### config.mk
export PLATFORM = sky130hd
export DESIGN_NAME = music_seq_ctrl
export DESIGN_NICKNAME = d
export VERILOG_FILES = /design/src/rtl/music_pkg.sv /design/src/rtl/music_seq_ctrl_beat_timer.sv /design/src/rtl/music_seq_ctrl.sv
export SDC_FILE = /design/constraint.sdc
export NUM_CORES = 1
export LEC_CHECK = 0
export ABC_AREA = 1
export CAP_MARGIN = 5
export CELL_PAD_IN_SITES_DETAIL_PLACEMENT = 1
export CELL_PAD_IN_SITES_GLOBAL_PLACEMENT = 1
export CORE_ASPECT_RATIO = 0.75
export CORE_MARGIN = 2
export CORE_UTILIZATION = 25
export CTS_CLUSTER_DIAMETER = 100
export CTS_CLUSTER_SIZE = 30
export DETAILED_ROUTE_END_ITERATION = 8
export DONT_BUFFER_PORTS = 1
export GPL_TIMING_DRIVEN = 0
export PLACE_DENSITY = 0.57
export SLEW_MARGIN = 20
export SYNTH_ARGS = -nofsm -noshare
export SYNTH_HDL_FRONTEND = slang
export SYNTH_SLANG_ARGS = --single-unit
export TNS_END_PERCENT = 1
### constraint.sdc
create_clock -name clk -period 3.1 [get_ports clk]
set_clock_uncertainty 0.05 [all_clocks]
set_input_delay 0.62 -clock clk [delete_from_list [all_inputs] [get_ports clk]]
set_output_delay 0.62 -clock clk [all_outputs]
set_load 0.01 [all_outputs]
### src/rtl/music_pkg.sv
// Shared types and constants for the beeper music path.
// State encoding and note-code conventions.
package music_pkg;

   typedef enum logic [1:0] {
      ST_STOP  = 2'd0,
      ST_PLAY  = 2'd1,
      ST_PAUSE = 2'd2
   } state_t;

   localparam int NOTE_W    = 5;
   localparam int REST_CODE = 0;
   localparam int END_CODE  = 31;
   localparam int CLK_FREQ  = 50_000_000;

endpackage

### src/rtl/music_seq_ctrl_beat_timer.sv
// Beat position counter for the music sequencer.
// Counts only while run, clears on clr, otherwise holds.
module beat_timer #(
   parameter int BEAT_CYCLES = 12_500_000,
   parameter int GAP_CYCLES  = 500_000
) (
   input  logic clk,
   input  logic rst,
   input  logic run,
   input  logic clr,
   output logic cap,
   output logic tc,
   output logic win_nxt
);

   localparam int CW = $clog2(BEAT_CYCLES);

   logic [CW-1:0] cnt;
   logic [CW-1:0] cnt_d;
   logic          at_end;

   assign at_end = (cnt == CW'(BEAT_CYCLES - 1));
   assign cap    = run & (cnt == CW'(1));
   assign tc     = run & at_end;

   // next count: clear wins, then advance with wrap, else hold
   always_comb begin
      cnt_d = cnt;
      if (clr) begin
         cnt_d = '0;
      end else if (run) begin
         cnt_d = at_end ? '0 : cnt + 1'b1;
      end
   end

   // next count lies inside the audible part of the beat
   assign win_nxt = (32'(cnt_d) >= 32'd2) &&
                    (32'(cnt_d) < 32'(BEAT_CYCLES - GAP_CYCLES));

   // count register
   always_ff @(posedge clk or negedge rst) begin
      if (!rst) begin
         cnt <= '0;
      end else begin
         cnt <= cnt_d;
      end
   end

endmodule

### src/rtl/music_seq_ctrl.sv
// Playback sequencer: buttons to song select, beat address
// and gated note code for the beeper frequency divider.
module music_seq_ctrl #(
   parameter int BEAT_CYCLES = 12_500_000,
   parameter int GAP_CYCLES  = 500_000,
   parameter int NUM_SONGS   = 4,
   parameter int ADDR_W      = 6,
   parameter int NOTE_W      = music_pkg::NOTE_W,
   parameter int END_CODE    = music_pkg::END_CODE
) (
   input  logic                         clk,
   input  logic                         rst,
   input  logic                         btn_play,
   input  logic                         btn_stop,
   input  logic                         btn_next,
   input  logic                         btn_prev,
   input  logic [NOTE_W-1:0]            note_in,
   output logic [$clog2(NUM_SONGS)-1:0] song_sel,
   output logic [ADDR_W-1:0]            beat_addr,
   output logic [NOTE_W-1:0]            music,
   output logic                         playing,
   output logic                         beat_tick
);

   import music_pkg::*;

   localparam int SW = $clog2(NUM_SONGS);
   localparam logic [SW-1:0] SONG_LAST = SW'(NUM_SONGS - 1);
   localparam logic [ADDR_W-1:0] ADDR_LAST = '1;

   state_t state, state_d;

   logic [NOTE_W-1:0] cur_note, cur_d, music_d;
   logic [SW-1:0]     song_d, song_inc, song_dec;
   logic [ADDR_W-1:0] addr_d;
   logic go_next, go_prev, nav, run;
   logic cap, tc, win_nxt;
   logic end_cap, wrap, eos, clr, tick_d;

   // next and prev cancel each other; stop overrides both
   assign go_next = btn_next & ~btn_prev & ~btn_stop;
   assign go_prev = btn_prev & ~btn_next & ~btn_stop;
   assign nav     = go_next | go_prev;

   // beat time only advances on undisturbed PLAY cycles
   assign run = (state == ST_PLAY) & ~btn_stop & ~nav & ~btn_play;

   assign end_cap = cap & (note_in == NOTE_W'(END_CODE));
   assign wrap    = tc & (beat_addr == ADDR_LAST);
   assign eos     = end_cap | wrap;
   assign clr     = btn_stop | nav | eos;

   assign song_inc = (song_sel == SONG_LAST) ? '0 : song_sel + 1'b1;
   assign song_dec = (song_sel == '0) ? SONG_LAST : song_sel - 1'b1;

   beat_timer #(
      .BEAT_CYCLES (BEAT_CYCLES),
      .GAP_CYCLES  (GAP_CYCLES)
   ) u_timer (
      .clk     (clk),
      .rst     (rst),
      .run     (run),
      .clr     (clr),
      .cap     (cap),
      .tc      (tc),
      .win_nxt (win_nxt)
   );

   // state transitions, song/address update and note gating
   always_comb begin
      state_d = state;
      if (btn_stop) begin
         state_d = ST_STOP;
      end else if (btn_play) begin
         state_d = (state == ST_PLAY) ? ST_PAUSE : ST_PLAY;
      end

      song_d = song_sel;
      if (go_next | eos) begin
         song_d = song_inc;
      end else if (go_prev) begin
         song_d = song_dec;
      end

      addr_d = beat_addr;
      if (clr) begin
         addr_d = '0;
      end else if (tc) begin
         addr_d = beat_addr + 1'b1;
      end

      cur_d = cur_note;
      if (cap & ~end_cap) begin
         cur_d = note_in;
      end

      tick_d  = tc & ~wrap;
      music_d = '0;
      if ((state_d == ST_PLAY) && win_nxt) begin
         music_d = cur_d;
      end
   end

   // registered state and outputs
   always_ff @(posedge clk or negedge rst) begin
      if (!rst) begin
         state     <= ST_STOP;
         song_sel  <= '0;
         beat_addr <= '0;
         cur_note  <= '0;
         music     <= '0;
         playing   <= 1'b0;
         beat_tick <= 1'b0;
      end else begin
         state     <= state_d;
         song_sel  <= song_d;
         beat_addr <= addr_d;
         cur_note  <= cur_d;
         music     <= music_d;
         playing   <= (state_d == ST_PLAY);
         beat_tick <= tick_d;
      end
   end

endmodule

==> results of run 1 <==
## synthesized netlist by cell type (4+ instances only)
master	number
nand2_1	119
nor2_1	88
inv_1	57
dfrtp_1	46
nand3_1	32
a21oi_1	15
nor2_2	14
nand4_1	13
o21ai_0	13
xor2_1	10
nor3_1	7
ha_1	5
nand3_2	5
buf_6	4
## area by class of cell
cell class,count,area (um^2),share of cell area
clock inverter,3,48.8,0.0139
timing repair buffer,1,27.5,0.00785
inverter,59,221,0.0632
buffer,8,70.1,0.0200
sequential,46,1150,0.328
tap,166,208,0.0593
multi-input combinational,342,1650,0.472
clock buffer,5,125,0.0357
## worst register-to-register path, stage by stage, from the launching register on
cell and delay, ps:
dfrtp_1 420, ha_1 290, inv_1 100, nor2_4 160, nand3_1 100, nor2_2 180
nand4_2 160, nand3_2 230, nor2_2 160, o21ai_0 110, nand2_1 100, nor2_1 250
nand3_1 160, nand3_2 130, nor2_1 50
## worst paths after layout
| kind | startpoint | end | depth (start not counted) |
|---|---|---|---|
| hold / removal | rst | u_timer.cnt[6] | 1 |
| min in group clk | btn_stop | state[0] | 1 |
| setup reg to reg | u_timer.cnt[0] | music[4] | 14 |
| max in group asynchronous | rst | u_timer.cnt[13] | 1 |
| setup / recovery | u_timer.cnt[0] | music[4] | 14 |
| hold reg to reg | cur_note[3] | cur_note[3] | 2 |
## flip-flops by register name, summed over array words and instances (netlist names)
name / cells
music: 5
beat_tick: 1
song_sel: 2
playing: 1
cur_note: 5
state: 2
u_timer.cnt: 24
beat_addr: 6
## layer usage
layer,vias to the layer above,wire (um),track usage,part of all wire
li1,1454,-,-,-
met1,1370,5330,0.235,0.54
met3,8,567,0.0354,0.057
met5,-,0,0,0
met4,0,82,0.0298,0.0083
met2,46,3940,0.238,0.40
## cell families (layout without fill, tap and decap cells)
logic type                 Yosys count  count (layout)  synth area share
AOI/OAI and AO/OA                   37              37            0.0663
and+or+nand+nor                    289             289             0.416
buffers and inverters               67              76            0.0942
adders and majority gates            5               5            0.0202
DFF                                 46              46             0.372
xor gates and xnor gates            11              11            0.0311
## metrics by stage
step                      cells  instance area [um^2]  hold WS [ps]  utilization  worst slack, ps
final                       630                  3500           117        0.288              329
after CTS                   630                  3500           124        0.288              287
after global routing        630                  3500           128        0.288             22.4
after detailed placement    621                  3300           276        0.271              317
after global placement      621                  3300           276        0.271              363
after floorplan             455                  3100           274            -              973
## where the power goes
part           switching, mW  internal [mW]  total (mW)
Clock                  0.277          0.387       0.664
Combinational         0.0756         0.0394       0.115
Sequential            0.0214          0.615       0.636
==> results.ini, run 1 <==
[synth]
netlist_area_mm2 = 0.00310
yosys_warnings = 0
synth_ff_type = dfrtp_1
synth.distinct_cells = 31
syn_avg_cell_area_um2 = 6.80
netlist_top_cells_area = dfrtp_1 37%, nand2_1 14%, nor2_1 11%
yosysTopAreaCell = dfrtp_1
ys_seq_area_frac = 0.372
yosysTopAreaCellShare = 0.372
synthesis.nets = 471
synth-async-reset-ratio = 1.00
yosys_register_bits = 46
syn_inst = 455
synth-edff-count = 0

[cts]
clockBufferDepth = 2
path_clk_slew_ps = 70
numCtsBuffers = 5
clk_latency_ps = 300
ctsResizeCount = 0
clock_sink_count = 46
htreeDepth = 2
post_cts_buffers = 0
cts_hold_buf = 1
cts_tree = yes
clock-root-buffer = clkbuf_16

[routing]
drt_first_pass_iters = 5
drc = 0
routed_wirelength_um = 9920
vias = 2878
drtAntennaViolNets = 0
wl_per_cell_um = 15.7
via_per_inst = 4.57
drt_iter0_drc = 104

[critical_path]
cp_data_arrival_time_ps = 2900
worst_setup_path_start_kind = register
path_delay_family = simple AND/OR/NAND/NOR gates
path_class = reg2reg
slowest_stage = dfrtp_1
slowest_delay_ps = 420
crit_path_end_kind = register
path_buf_inv = 1
worstPathCellList = ha_1 > inv_1 > nor2_4 > nand3_1 > nor2_2 > nand4_2 > nand3_2 > nor2_2 > o21ai_0 > nand2_1 > nor2_1 > nand3_1 > nand3_2 > nor2_1
crit_required_ps = 3230
reg2reg_slack_ps = 330
path_max_fanout = 10

[die]
die_w_um = 132
core_area_mm2 = 0.0122
die_y_um = 100
die_area_mm2 = 0.0133
rows = 35
ioPinCount = 26
initial_core_util = 0.254

[sta]
hold_viol_final = 0
period_minus_slack_ps = 2770
slew_headroom = 0.633
fmax_mhz = 361
rsz0062_at_grt = no
setup_viol = 0
drv_slew = 0
post-route-period-util = 0.894
worst_pin_slew_ps = 549
setup_tns_ps = 0

[finish]
num-fill-cells = 1585
num-nets-final = 479
diodes = 0
final_common_cell = nand2_1
drive_gt1_frac = 0.101
most-common-layout-cells = 119 x nand2_1, 88 x nor2_1, 57 x inv_1
area_growth_pct = 13.2

[power_and_ir_drop]
ir_drop_mv = 0.202
p_leak_nw = 1.57
p_total_mw = 1.42
p_per_area_mw_per_mm2 = 404

[placement]
dp_hpwl_um = 7790
gp_congestion = 0.847
numPortBuffers = 0

[grt]
gr-total-overflow = 0
grt_pass1_wl_um = 16300
grt_max_degree = 47
antenna_found_initial = 0
track_usage = 0.159
grt_pass1_vias = 3078

[min_path]
hold_class = in2async

[run]
cap_violations = 0

[outcome]
status = complete, no violations

(Power assumes the default switching activity.)
==> run 2, diff against run 1 <==
- ABC_AREA: 1 -> not set
- CORE_MARGIN: 2 -> not set
- GPL_TIMING_DRIVEN: 0 -> not set
- PLACE_DENSITY: 0.57 -> 0.54
==> results.ini, run 2 <==
[die]
core_area_mm2 = 0.0112
initial_core_util = 0.262
die_area_mm2 = 0.0122
ioPinCount = 26
die_y_um = 95.8
die_w_um = 127
rows = 33

[synth]
yosysMostFrequentCell = nor2_1
yosys_register_bits = 46
yosys_warnings = 0
synthesis.nets = 349
yosysTopAreaCellShare = 0.392
synth-async-reset-ratio = 1.00
synth-edff-count = 0
synth_common_cells = 51 x nor2_1, 46 x dfrtp_1, 19 x nand2_1, 19 x nand4_1, 18 x xnor2_1
netlist_top_cells_area = dfrtp_1 39%, nor2_1 6.5%, xnor2_1 5.4%
syn_inst = 333
ys_seq_area_frac = 0.392
synth.distinct_cells = 59
synth_ff_type = dfrtp_1
yosysTopAreaCell = dfrtp_1
netlist_area_mm2 = 0.00294
syn_avg_cell_area_um2 = 8.81

[critical_path]
cp_data_arrival_time_ps = 2990
reg2reg_slack_ps = 280
path_buf_inv = 1
path_max_fanout = 9
worstPathCellList = ha_1 > and3_1 > nand4_2 > buf_4 > or4_1 > o31ai_1 > o21ai_0 > o2111ai_1 > o211ai_2 > nor2b_1
slowest_stage = or4_1
crit_path_end_kind = register
crit_required_ps = 3270
worst_setup_path_start_kind = register
slowest_delay_ps = 470
path_delay_family = simple AND/OR/NAND/NOR gates
path_class = reg2reg

[power_and_ir_drop]
p_per_area_mw_per_mm2 = 386
p_leak_nw = 1.32
p_total_mw = 1.32
ir_drop_mv = 0.205

[sta]
setup_tns_ps = 0
fin_ws_ps = 283
rsz0062_at_grt = no
fin_hold_ws_ps = 102
setup_viol = 0
worst_pin_slew_ps = 505
fmax_mhz = 355
period_minus_slack_ps = 2820
hold_viol_final = 0
drv_slew = 0
post-route-period-util = 0.909
slew_headroom = 0.664

[routing]
wl_per_cell_um = 17.6
drt_iter0_drc = 169
routed_wirelength_um = 8800
via_per_inst = 5.09
vias = 2551
drc = 0
drt_first_pass_iters = 4
drtAntennaViolNets = 0

[finish]
top_register = u_timer.cnt
reg.largest.list = u_timer.cnt (24), beat_addr (6)
most-common-layout-cells = 50 x nor2_1, 46 x dfrtp_1, 26 x buf_4
num-nets-final = 359
fin_util = 0.304
largest_register_ffs = 24
stdcell_area_mm2 = 0.00341
final_common_cell = nor2_1
area_growth_pct = 16.0
final_cells = 501
drive_gt1_frac = 0.148
diodes = 0

[placement]
dp_hpwl_um = 6630
place_area_mm2 = 0.00322
gp_congestion = 0.891
numPortBuffers = 0
pre_cts_slack_ps = 31.6
dp.cells = 492

[min_path]
hold_class = in2async

[cts]
clock_sink_count = 46
numCtsBuffers = 5
cts_tree = yes
path_clk_slew_ps = 70
htreeDepth = 2
clk_latency_ps = 290
post_cts_buffers = 0
clock-root-buffer = clkbuf_16
clockBufferDepth = 2

[grt]
antenna_found_initial = 0
grt_pass1_vias = 2567
track_usage = 0.156
grt_max_degree = 47
grt_pass1_wl_um = 14400
gr-total-overflow = 0

[outcome]
status = complete, no violations

[run]
cap_violations = 0

[run 2: changes by cell type after synthesis, moves of 11 or more]
cell,previous run,this run
xnor2_1,1,18
nand2_1,119,19
inv_1,57,10
clkbuf_1,0,16
nand3_1,32,16
nor2_2,14,0
a21oi_1,15,4
nor2_1,88,51
nor4_1,0,13
[run 2: cell families after synthesis]
logic type | after synthesis | synth area share
compound gates | 39 | 0.0993
xor+xnor | 32 | 0.0955
fa+ha+maj | 5 | 0.0213
buf+inv | 34 | 0.0482
flops | 46 | 0.392
mux | 6 | 0.0222
simple gates | 171 | 0.321
[run 2: power by group]
part           switching (mW)  total [mW]  internal (mW)
Clock                   0.252       0.552          0.299
Sequential             0.0243       0.640          0.616
Combinational          0.0731       0.124         0.0508
[run 2: path summary, 6_finish.rpt]
path	cells after the start	endpoint	from
max in group asynchronous	1	u_timer.cnt[0]	rst
max	10	music[1]	u_timer.cnt[0]
min	1	song_sel[0]	rst
max reg2reg	10	music[1]	u_timer.cnt[0]
min reg2reg	1	cur_note[2]	cur_note[2]
min in group clk	1	state[0]	btn_stop
[run 2: routing by layer]
metal / share of wire / track usage / vias to the layer above
met1: 0.53 / 0.226 / 1272
met3: 0.054 / 0.0384 / 10
met2: 0.41 / 0.225 / 55
li1: - / - / 1214
met4: 0.014 / 0.0506 / 0
met5: 0 / 0 / -
[run 2: final cells by class]
cell class | count | area (um^2)
Fill cell | 1303 | 7780
Multi-Input combinational cell | 253 | 1650
Sequential cell | 46 | 1150
Timing Repair Buffer | 27 | 223
Tap cell | 157 | 196
Clock buffer | 5 | 125
Inverter | 10 | 37.5
Clock inverter | 3 | 21.3
[run 2: repair_timing]
| action | CTS | global route |
|---|---|---|
| endpoints found under the hold margin | 46 | 0 |
| resized for setup | 0 | 2 |
| setup endpoints to repair | 0 | 5 |
| hold buffers | 1 | 0 |
==> run 3, diff against run 2 <==
==> constraint.sdc (replaced) <==
create_clock -name clk -period 3 [get_ports clk]
set_clock_uncertainty 0.05 [all_clocks]
set_input_delay 0.6 -clock clk [delete_from_list [all_inputs] [get_ports clk]]
set_output_delay 0.6 -clock clk [all_outputs]
set_load 0.1 [all_outputs]
==> results.ini, run 3 (synthesized netlist as in run 2, its figures left out) <==
[die]
rows = 33
core_area_mm2 = 0.0112
initial_core_util = 0.262
die_w_um = 127
die_area_mm2 = 0.0122
ioPinCount = 26
die_y_um = 95.8

[power_and_ir_drop]
p_per_area_mw_per_mm2 = 442
p_leak_nw = 1.38
p_total_mw = 1.55
ir_drop_mv = 0.237

[grt]
grt_pass1_wl_um = 14600
antenna_found_initial = 0
track_usage = 0.156
grt_max_degree = 47
grt_pass1_vias = 2656
gr-total-overflow = 0

[sta]
rsz0062_at_grt = no
worst_pin_slew_ps = 890
fmax_mhz = 356
period_minus_slack_ps = 2810
setup_viol = 0
fin_hold_ws_ps = 96.0
hold_viol_final = 0
drv_slew = 0
post-route-period-util = 0.937
fin_ws_ps = 188
slew_headroom = 0.407

[finish]
num-nets-final = 366
stdcell_area_mm2 = 0.00352
diodes = 0
multiInputGateArea_mm2 = 0.00169
num-fill-cells = 1292
register_area_mm2 = 0.00115
largest_register_ffs = 24
top_register = u_timer.cnt
drive_gt1_frac = 0.174
area_growth_pct = 19.9
final_common_cell = nor2_1
reg.largest.list = u_timer.cnt (24), beat_addr (6)
most-common-layout-cells = 49 x nor2_1, 46 x dfrtp_1, 33 x buf_4

[min_path]
hold_class = in2async

[cts]
clockBufferDepth = 2
htreeDepth = 2
path_clk_slew_ps = 70
post_cts_buffers = 0
cts_tree = yes
clk_latency_ps = 290
clock_sink_count = 46
numCtsBuffers = 5
clock-root-buffer = clkbuf_16

[routing]
via_per_inst = 5.04
drtAntennaViolNets = 0
routed_wirelength_um = 8830
drc = 0
drt_first_pass_iters = 5
drt_iter0_drc = 132
vias = 2561
wl_per_cell_um = 17.4

[outcome]
status = complete, no violations

[critical_path]
crit_required_ps = 3110
cp_data_arrival_time_ps = 2920
path_class = reg2reg
worst_setup_path_start_kind = register
crit_path_end_kind = register
worstPathCellList = or4_1 > nor4_1 > a32o_1 > a211o_1 > and4_1 > nand3_1 > xor2_1 > nor2_1
path_max_fanout = 8
slowest_stage = or4_1
slowest_delay_ps = 650

[placement]
gp_congestion = 0.851
dp_hpwl_um = 6590
pre_cts_slack_ps = -106
numPortBuffers = 0
place_area_mm2 = 0.00328

[run]
cap_violations = 0

run 3: cell type report:
cell class / instances / area share
Sequential cell: 46 / 0.327
Tap cell: 157 / 0.0558
Multi-Input combinational cell: 253 / 0.481
Clock inverter: 2 / 0.0107
Inverter: 10 / 0.0107
Clock buffer: 6 / 0.0366
Timing Repair Buffer: 34 / 0.0782
run 3: metal layers:
metal | up-vias | GRT usage | share of wire | wire length (um)
li1 | 1228 | - | - | -
met1 | 1265 | 0.224 | 0.52 | 4570
met2 | 59 | 0.231 | 0.41 | 3590
met3 | 9 | 0.0428 | 0.068 | 599
met4 | 0 | 0.0327 | 0.0077 | 68
met5 | - | 0 | 0 | 0
run 3: path summary, 6_finish.rpt:
| check | depth (start not counted) | slack [ps] | end | from |
|---|---|---|---|---|
| max | 8 | 190 | beat_addr[5] | u_timer.cnt[6] |
| min | 1 | 100 | song_sel[0] | rst |
| max reg2reg | 8 | 190 | beat_addr[5] | u_timer.cnt[6] |
| min reg2reg | 1 | 440 | cur_note[2] | cur_note[2] |
| max in group asynchronous | 1 | 2560 | u_timer.cnt[21] | rst |
| min in group clk | 1 | 330 | state[1] | btn_stop |
run 3: worst max-delay path, delay by kind of cell, from the launching register on:
kind             cells  cell delay (ps)
flip-flops           1              470
AND/OR/NAND/NOR      5             1480
AO/OA/AOI/OAI        2              520
XOR/XNOR             1              170
run 3: power breakdown:
group	leakage [nW]	switching [mW]	internal (mW)	total, mW
logic	0.671	0.183	0.0689	0.252
registers	0.636	0.0162	0.636	0.652
clock network	0.0771	0.256	0.394	0.650
total	1.38	0.455	1.10	1.55
run 3: repair_timing:
action,CTS,global route
hold buffers,1,0
endpoints found under the setup margin,0,6
resized for setup,0,9
hold endpoints to repair,46,0
run 3: metrics by stage:
stage	TNS [ps]	utilization	instances
finish	0	0.315	508
global route	0	0.315	508
CTS	0	0.310	508
detailed placement	-436	0.293	499
global placement	0	0.293	499
floorplan	0	-	333
